===== src/rtl/sap_pkg.sv =====
// sap_pkg: shared constants for the SAP controller-sequencer.
//   - opcode constants (4-bit instruction-register upper nibble)
//   - ALU select encoding carried on su[1:0]
//   - one-hot T-state encodings (bit0 = T1) and the HALT encoding (all zero)
//   - alu_sel(): maps an ALU opcode to its su value
package sap_pkg;

  localparam logic [3:0] OP_LDA = 4'd0;
  localparam logic [3:0] OP_ADD = 4'd1;
  localparam logic [3:0] OP_SUB = 4'd2;
  localparam logic [3:0] OP_AND = 4'd3;
  localparam logic [3:0] OP_OR  = 4'd4;
  localparam logic [3:0] OP_OUT = 4'd14;
  localparam logic [3:0] OP_HLT = 4'd15;

  typedef enum logic [1:0] {
    SU_ADD = 2'd0,
    SU_SUB = 2'd1,
    SU_AND = 2'd2,
    SU_OR  = 2'd3
  } su_e;

  localparam logic [5:0] T1_OH  = 6'b000001;
  localparam logic [5:0] T2_OH  = 6'b000010;
  localparam logic [5:0] T3_OH  = 6'b000100;
  localparam logic [5:0] T4_OH  = 6'b001000;
  localparam logic [5:0] T5_OH  = 6'b010000;
  localparam logic [5:0] T6_OH  = 6'b100000;
  localparam logic [5:0] T_HALT = 6'b000000;

  typedef enum logic [5:0] {
    ST_HALT = T_HALT,
    ST_T1   = T1_OH,
    ST_T2   = T2_OH,
    ST_T3   = T3_OH,
    ST_T4   = T4_OH,
    ST_T5   = T5_OH,
    ST_T6   = T6_OH
  } t_state_e;

  function automatic su_e alu_sel(input logic [3:0] op);
    case (op)
      OP_SUB:  alu_sel = SU_SUB;
      OP_AND:  alu_sel = SU_AND;
      OP_OR:   alu_sel = SU_OR;
      default: alu_sel = SU_ADD;
    endcase
  endfunction

endpackage


===== src/rtl/sap_controller_if.sv =====
// sap_controller_if: control-word bundle between the SAP sequencer and the datapath.
//   opcode  : IR upper nibble, driven by the datapath (valid from T4)
//   t_state : one-hot ring state, bit0 = T1, all zero in HALT
//   cp ep lm ce li ei la ea lb eu lo : PC/MAR/RAM/IR/A/B/ALU/OUT strobes
//   su      : ALU select (0 ADD, 1 SUB, 2 AND, 3 OR)
//   halted  : high while halted (and combinationally in T4 of HLT)
// master = controller side, slave = datapath side.
interface sap_controller_if #(
  parameter int OPCODE_W = 4
);
  logic [OPCODE_W-1:0] opcode;
  logic [5:0]          t_state;
  logic                cp;
  logic                ep;
  logic                lm;
  logic                ce;
  logic                li;
  logic                ei;
  logic                la;
  logic                ea;
  logic                lb;
  logic [1:0]          su;
  logic                eu;
  logic                lo;
  logic                halted;

  modport master (
    input  opcode,
    output t_state, cp, ep, lm, ce, li, ei, la, ea, lb, su, eu, lo, halted
  );

  modport slave (
    output opcode,
    input  t_state, cp, ep, lm, ce, li, ei, la, ea, lb, su, eu, lo, halted
  );
endinterface


===== src/rtl/sap_ring_counter.sv =====
// sap_ring_counter: one-hot T1..T6 ring with a sticky HALT state.
//   clk, clr   : clock, asynchronous active-high reset (forces T1)
//   halt_req   : enter HALT on the next edge (only raised in T4)
//   wrap_early : return to T1 on the next edge (only with SAP_VARIABLE_CYCLE_EN)
//   t_state    : one-hot state, bit0 = T1, zero in HALT
//   halted     : registered HALT flag
// Build option: SAP_VARIABLE_CYCLE_EN adds the wrap_early input.
import sap_pkg::*;

module sap_ring_counter (
  input  logic       clk,
  input  logic       clr,
  input  logic       halt_req,
`ifdef SAP_VARIABLE_CYCLE_EN
  input  logic       wrap_early,
`endif
  output logic [5:0] t_state,
  output logic       halted
);

  t_state_e st;

  always_ff @(posedge clk or posedge clr) begin
    if (clr) begin
      st <= ST_T1;
    end else if (st == ST_HALT) begin
      // only clr leaves HALT
      st <= ST_HALT;
    end else if (halt_req) begin
      st <= ST_HALT;
`ifdef SAP_VARIABLE_CYCLE_EN
    end else if (wrap_early) begin
      st <= ST_T1;
`endif
    end else begin
      case (st)
        ST_T1:   st <= ST_T2;
        ST_T2:   st <= ST_T3;
        ST_T3:   st <= ST_T4;
        ST_T4:   st <= ST_T5;
        ST_T5:   st <= ST_T6;
        default: st <= ST_T1;
      endcase
    end
  end

  assign t_state = st;
  assign halted  = (st == ST_HALT);

endmodule


===== src/rtl/sap_controller.sv =====
// sap_controller: SAP controller-sequencer; ring counter plus opcode decoder.
//   clk, clr : clock, asynchronous active-high reset (machine restarts at T1)
//   bus      : sap_controller_if.master -- opcode in, control word out
// Parameters:
//   OPCODE_W        : opcode width (>= 4)
//   HALT_ON_UNKNOWN : 1 = undefined opcode halts in T4, 0 = executes as NOP
// Build option: SAP_VARIABLE_CYCLE_EN shortens LDA to 5 clocks and OUT/NOP
// to 4 clocks by wrapping to T1 right after the last active T-state.
// The control word is a pure decode of (state, opcode); opcode only matters in T4..T6.
import sap_pkg::*;

module sap_controller #(
  parameter int OPCODE_W        = 4,
  parameter bit HALT_ON_UNKNOWN = 1'b0
) (
  input logic              clk,
  input logic              clr,
  sap_controller_if.master bus
);

  logic [5:0] t_state;
  logic       halted_q;
  logic       halt_req;

  logic is_lda, is_alu, is_out, is_hlt, is_unknown;
  logic t1, t2, t3, t4, t5, t6;

  assign t1 = t_state[0];
  assign t2 = t_state[1];
  assign t3 = t_state[2];
  assign t4 = t_state[3];
  assign t5 = t_state[4];
  assign t6 = t_state[5];

  assign is_lda = (bus.opcode == OPCODE_W'(OP_LDA));
  assign is_alu = (bus.opcode == OPCODE_W'(OP_ADD)) || (bus.opcode == OPCODE_W'(OP_SUB)) ||
                  (bus.opcode == OPCODE_W'(OP_AND)) || (bus.opcode == OPCODE_W'(OP_OR));
  assign is_out = (bus.opcode == OPCODE_W'(OP_OUT));
  assign is_hlt = (bus.opcode == OPCODE_W'(OP_HLT));
  assign is_unknown = !(is_lda || is_alu || is_out || is_hlt);

  assign halt_req = t4 && (is_hlt || (is_unknown && HALT_ON_UNKNOWN));

`ifdef SAP_VARIABLE_CYCLE_EN
  logic wrap_early;
  // LDA finishes in T5; OUT and a non-halting NOP finish in T4
  assign wrap_early = (t5 && is_lda) ||
                      (t4 && (is_out || (is_unknown && !HALT_ON_UNKNOWN)));
`endif

  sap_ring_counter u_ring (
    .clk        (clk),
    .clr        (clr),
    .halt_req   (halt_req),
`ifdef SAP_VARIABLE_CYCLE_EN
    .wrap_early (wrap_early),
`endif
    .t_state    (t_state),
    .halted     (halted_q)
  );

  // Each T-state enables at most one bus driver (ep, ce, ei, ea, eu).
  assign bus.t_state = t_state;
  assign bus.ep      = t1;
  assign bus.lm      = t1 || (t4 && (is_lda || is_alu));
  assign bus.cp      = t2;
  assign bus.ce      = t3 || (t5 && (is_lda || is_alu));
  assign bus.li      = t3;
  assign bus.ei      = t4 && (is_lda || is_alu);
  assign bus.ea      = t4 && is_out;
  assign bus.lo      = t4 && is_out;
  assign bus.la      = (t5 && is_lda) || (t6 && is_alu);
  assign bus.lb      = t5 && is_alu;
  assign bus.eu      = t6 && is_alu;
  assign bus.su      = (t6 && is_alu) ? alu_sel(4'(bus.opcode)) : SU_ADD;
  assign bus.halted  = halted_q || halt_req;

endmodule


===== src/flat_wrapper.sv =====
// flat-port wrapper written by rule: the top's interface ports become plain ports
module sap_controller_flat 
#(
  parameter int OPCODE_W        = 4,
  parameter bit HALT_ON_UNKNOWN = 1'b0
)
  (clk, clr, bus_opcode, bus_t_state, bus_cp, bus_ep, bus_lm, bus_ce, bus_li, bus_ei, bus_la, bus_ea, bus_lb, bus_su, bus_eu, bus_lo, bus_halted);
  sap_controller_if #(.OPCODE_W(OPCODE_W)) bus_i ();
  input logic clk;
  input logic clr;
  input wire logic [$bits(bus_i.opcode)-1:0] bus_opcode;
  output wire logic [$bits(bus_i.t_state)-1:0] bus_t_state;
  output wire logic [$bits(bus_i.cp)-1:0] bus_cp;
  output wire logic [$bits(bus_i.ep)-1:0] bus_ep;
  output wire logic [$bits(bus_i.lm)-1:0] bus_lm;
  output wire logic [$bits(bus_i.ce)-1:0] bus_ce;
  output wire logic [$bits(bus_i.li)-1:0] bus_li;
  output wire logic [$bits(bus_i.ei)-1:0] bus_ei;
  output wire logic [$bits(bus_i.la)-1:0] bus_la;
  output wire logic [$bits(bus_i.ea)-1:0] bus_ea;
  output wire logic [$bits(bus_i.lb)-1:0] bus_lb;
  output wire logic [$bits(bus_i.su)-1:0] bus_su;
  output wire logic [$bits(bus_i.eu)-1:0] bus_eu;
  output wire logic [$bits(bus_i.lo)-1:0] bus_lo;
  output wire logic [$bits(bus_i.halted)-1:0] bus_halted;
  assign bus_i.opcode = bus_opcode;
  assign bus_t_state = bus_i.t_state;
  assign bus_cp = bus_i.cp;
  assign bus_ep = bus_i.ep;
  assign bus_lm = bus_i.lm;
  assign bus_ce = bus_i.ce;
  assign bus_li = bus_i.li;
  assign bus_ei = bus_i.ei;
  assign bus_la = bus_i.la;
  assign bus_ea = bus_i.ea;
  assign bus_lb = bus_i.lb;
  assign bus_su = bus_i.su;
  assign bus_eu = bus_i.eu;
  assign bus_lo = bus_i.lo;
  assign bus_halted = bus_i.halted;
  sap_controller #(.OPCODE_W(OPCODE_W), .HALT_ON_UNKNOWN(HALT_ON_UNKNOWN)) u_core (.clk(clk), .clr(clr), .bus(bus_i));
endmodule

===== config.mk =====
export PLATFORM = sky130hd
export DESIGN_NAME = sap_controller_flat
export DESIGN_NICKNAME = d
export VERILOG_FILES = /design/src/rtl/sap_pkg.sv /design/src/rtl/sap_controller_if.sv /design/src/rtl/sap_ring_counter.sv /design/src/rtl/sap_controller.sv /design/src/flat_wrapper.sv
export SDC_FILE = /design/constraint.sdc
export NUM_CORES = 1
export LEC_CHECK = 0
export CORE_AREA = 10 10 47 49
export CTS_BUF_LIST = sky130_fd_sc_hd__clkbuf_16
export DETAILED_ROUTE_END_ITERATION = 8
export DIE_AREA = 0 0 57 59
export PLACE_DENSITY_LB_ADDON = 0.05
export SYNTH_ARGS = -nofsm -noshare
export SYNTH_HDL_FRONTEND = slang
export SYNTH_SLANG_ARGS = --single-unit

===== constraint.sdc =====
create_clock -name clk -period 1.55 [get_ports clk]
set_input_delay 0.3875 -clock clk [delete_from_list [all_inputs] [get_ports clk]]
set_output_delay 0.3875 -clock clk [all_outputs]
set_load 0.02 [all_outputs]

==> results.md <==
* Status: finished with violations
* Failing checks: setup timing
* Final worst setup slack at -0.133 ns
* DP Worst Slack at -0.955 ns
* Sum Neg Setup Slack at -0.609 ns
* Total gr overflow at 0
* Most used cell, CP: buf_6
* Initial Util at 31.5%
* DIE WIDTH at ~57 µm
* Crit start category: flip-flop
* First-pass GRT wire length at 2.86 mm
* Clk sinks at 6
* Htree depth at 1
* Clk root buf: clkbuf_16
* DIE AREA at roughly 0.0034 mm²
* Adder-cell share of the synthesized area at 0%
* CTS tree: yes
* Vias per cell at just under 5
* Fin crit period at approximately 1.7 ns
* CP max stage delay at 0.42 ns
* Hold_buf cts at 0
* Core Box Area at 0.00140 mm²
* Worst rel slew slack at 76.4%
* # nets final at 107
* Total Power at 1.78 mW
* Mapped Nets at 56
* DRC Markers at 0
* Die height at 59 µm
* R2R Setup Slk at 0.15 ns
* Clk_lat worst skew at 0.23 ns
* Final Instance Count excl. Fillers at about 120
* Row Count at 14
* Max Transition Viols Final at 0
* Total wire length at 1.86 mm
* Max frequency at 0.594 GHz
* RSZ-0062 raised after global routing: true
* Post-Synthesis Cells at 50
* Power Density at approximately 1700 mW/mm²
* Mux share of post-synthesis cell area at 0%
* Iteration-0 DRC Markers at 15
* DR vias at 563
* Critical Path Fanout Max at 4
* Hold Vio Cnt, Final at 0
* Area share of xor/xnor cells in the synthesized design at 3.97%
* WP data arrival at 1.30 ns
* FF-to-FF End: u_core.u_ring.t_state[4]
* Placer congestion estimate at 0.799
* Yosys warns at 0
* FF-to-FF path depth at 5
* Synth Register Bits at 6
* Vias in the first global route at 583
* Reg-to-Reg Start: u_core.u_ring.t_state[3]
* Flip-flop count of the largest register after layout at 6
* Port Buffers at 25
* Synth Area in Compound Gates at 9.92%
* Top Ports at 26
* Layout Area Growth over Synthesis at 138%
* Fill count at around 110
* Smallest hold slack at 0.372 ns
* Lkg Pwr at 0.509 nW
* Final instance area at 0.00105 mm²
* Largest net degree at the start of global routing at 9
* Total track usage at 10.8%
* Setup violators final at 8
* DR pass1 iterations at 4
* Main combinational cell family by area after synthesis: simple AND/OR/NAND/NOR gates
* Worst Path Required at 1.16 ns
* Period utilisation layout at 109%
* Initial antenna violation count at 0
* Mapped Area at 442 µm²
* Clock transition at path regs at 0.03 ns
* CP cell instances: buf_6 -> nor4b_4 -> a31oi_4 -> nor2_2 -> buf_6
* Placed cells at between 100 and 150
* Syn Area/Cell at 8.83 µm²
* Worst hold path class: input port to async pin
* CTS buffer count at 3
* Area share of and/or/nand/nor cells after synthesis at 42.5%
* CTS max path bufs at 2
* Max cap viols at 0
* Final Skew at 0.00106 ns
* HPWL after DPL at 1.29 mm
* WL per Instance at approximately 16 µm
* Post-place instance area at around 850 µm²
* Worst-Margin Slew at 0.351 ns
* Maximum VDD drop at 1.30 mV
* Sequential-to-total area share from yosys stat at approximately a third
* Fraction of layout cells with a size suffix above 1 at 69.0%
* Post-DRT Antenna Nets at 0
* Final core utilization at 75.0%
* Synth cell types at 26
* CP Capture Type: output port
* CP max-delay cell: dfrtp_1
* Critical setup path kind: flip-flop to output port
* # diodes at 0
-- logic make-up after synthesis --
kind of cell | Yosys count
DFF | 6
buffers and inverters | 7
and+or+nand+nor | 28
AOI/OAI and AO/OA | 7
xor gates and xnor gates | 2
-- cell usage in the layout, fill, tap and decap left out, drive strengths merged --
| cell type | Yosys | layout |
|---|---|---|
| dfstp | 1 | 1 |
| inv | 3 | 4 |
| clkbuf | 0 | 4 |
| a21oi | 2 | 2 |
| or3 | 3 | 3 |
| and3 | 2 | 2 |
| o21a | 1 | 1 |
| nand3b | 1 | 1 |
| dlygate4sd2 | 0 | 6 |
| nand2 | 3 | 3 |
| nand2b | 1 | 1 |
| nor4 | 1 | 1 |
| buf | 4 | 41 |
| clkdlybuf4s50 | 0 | 1 |
| clkdlybuf4s15 | 0 | 1 |
| o21ai | 1 | 1 |
| dfrtp | 5 | 5 |
| nor4b | 5 | 5 |
| o22ai | 1 | 1 |
| or2 | 1 | 1 |
| nand4 | 1 | 1 |
| nor3b | 1 | 1 |
| xnor2 | 2 | 2 |
| nor2 | 6 | 6 |
| a31o | 1 | 1 |
| a31oi | 1 | 1 |
| nor3 | 3 | 3 |
-- cell usage after synthesis --
master    count  share of area (%)
nand4_1       1                1.4
a21oi_1       2                2.3
dfstp_2       1                6.0
nor4_1        1                1.4
nand3b_1      1                1.7
o21a_1        1                1.7
o21ai_1       1                1.1
dfrtp_1       5                 28
or3_4         2                5.1
or2_1         1                1.4
nor3_1        3                3.4
a31o_2        1                2.0
nor2_1        6                5.1
buf_4         4                6.8
and3_2        1                1.7
nand2_1       3                2.5
nor4b_2       2                6.8
o22ai_1       1                1.4
xnor2_1       2                4.0
nor4b_1       3                6.0
inv_1         3                2.5
nand2b_1      1                1.4
or3_1         1                1.4
nor3b_1       1                1.7
and3_1        1                1.4
a31oi_1       1                1.4
-- layout make-up --
class / instances / area [µm²] / share of cell area, %
multi-input cells: 37 / 355 / 33.8
repair buffers: 50 / 433 / 41.2
inverters: 3 / 11.3 / 1.07
clock buffers: 3 / 75.1 / 7.14
well taps: 16 / 20.0 / 1.90
clock inverters: 1 / 3.75 / 0.357
flip-flops and latches: 6 / 153 / 14.5
-- timing repair --
item / 4_1_cts / 5_1_grt
pin swaps: 7 / 6
setup endpoints to repair: 21 / 10
buffers inserted: 1 / 5
resized for setup: 109 / 12
gates cloned: 0 / 0
-- how the worst max path moves through the flow --
stage	from	endpoint	slack [ns]	cells past startpoint
after floorplan	u_core.u_ring.t_state[4]	bus_halted	-0.02	2
after global placement	bus_opcode[1]	bus_lb	-0.91	5
after detailed placement	bus_opcode[0]	bus_lb	-0.96	5
after CTS	u_core.u_ring.t_state[3]	bus_halted	-0.14	3
after global routing	u_core.u_ring.t_state[4]	bus_la	-0.20	5
final	u_core.u_ring.t_state[4]	bus_la	-0.13	5
-- where the power goes --
group          internal, mW  total (mW)  switching (mW)
Sequential            0.214       0.246          0.0317
Combinational         0.585        1.12           0.530
Clock                 0.334       0.423          0.0884
-- layer usage --
metal  vias up  track usage [%]  wire length [µm]
met4         0             7.05                41
met2        17             17.5               941
li1        277                -                 -
met1       264             11.8               742
met3         5             3.43               134
met5         -                0                 0
-- worst max-delay path, delay by kind of cell (launching register included) --
| family | cells | cell delay [ns] |
|---|---|---|
| simple gates | 2 | 0.34 |
| compound gates | 1 | 0.05 |
| buf+inv | 2 | 0.26 |
| flops | 1 | 0.42 |
Power figures use the tool's default switching activity.
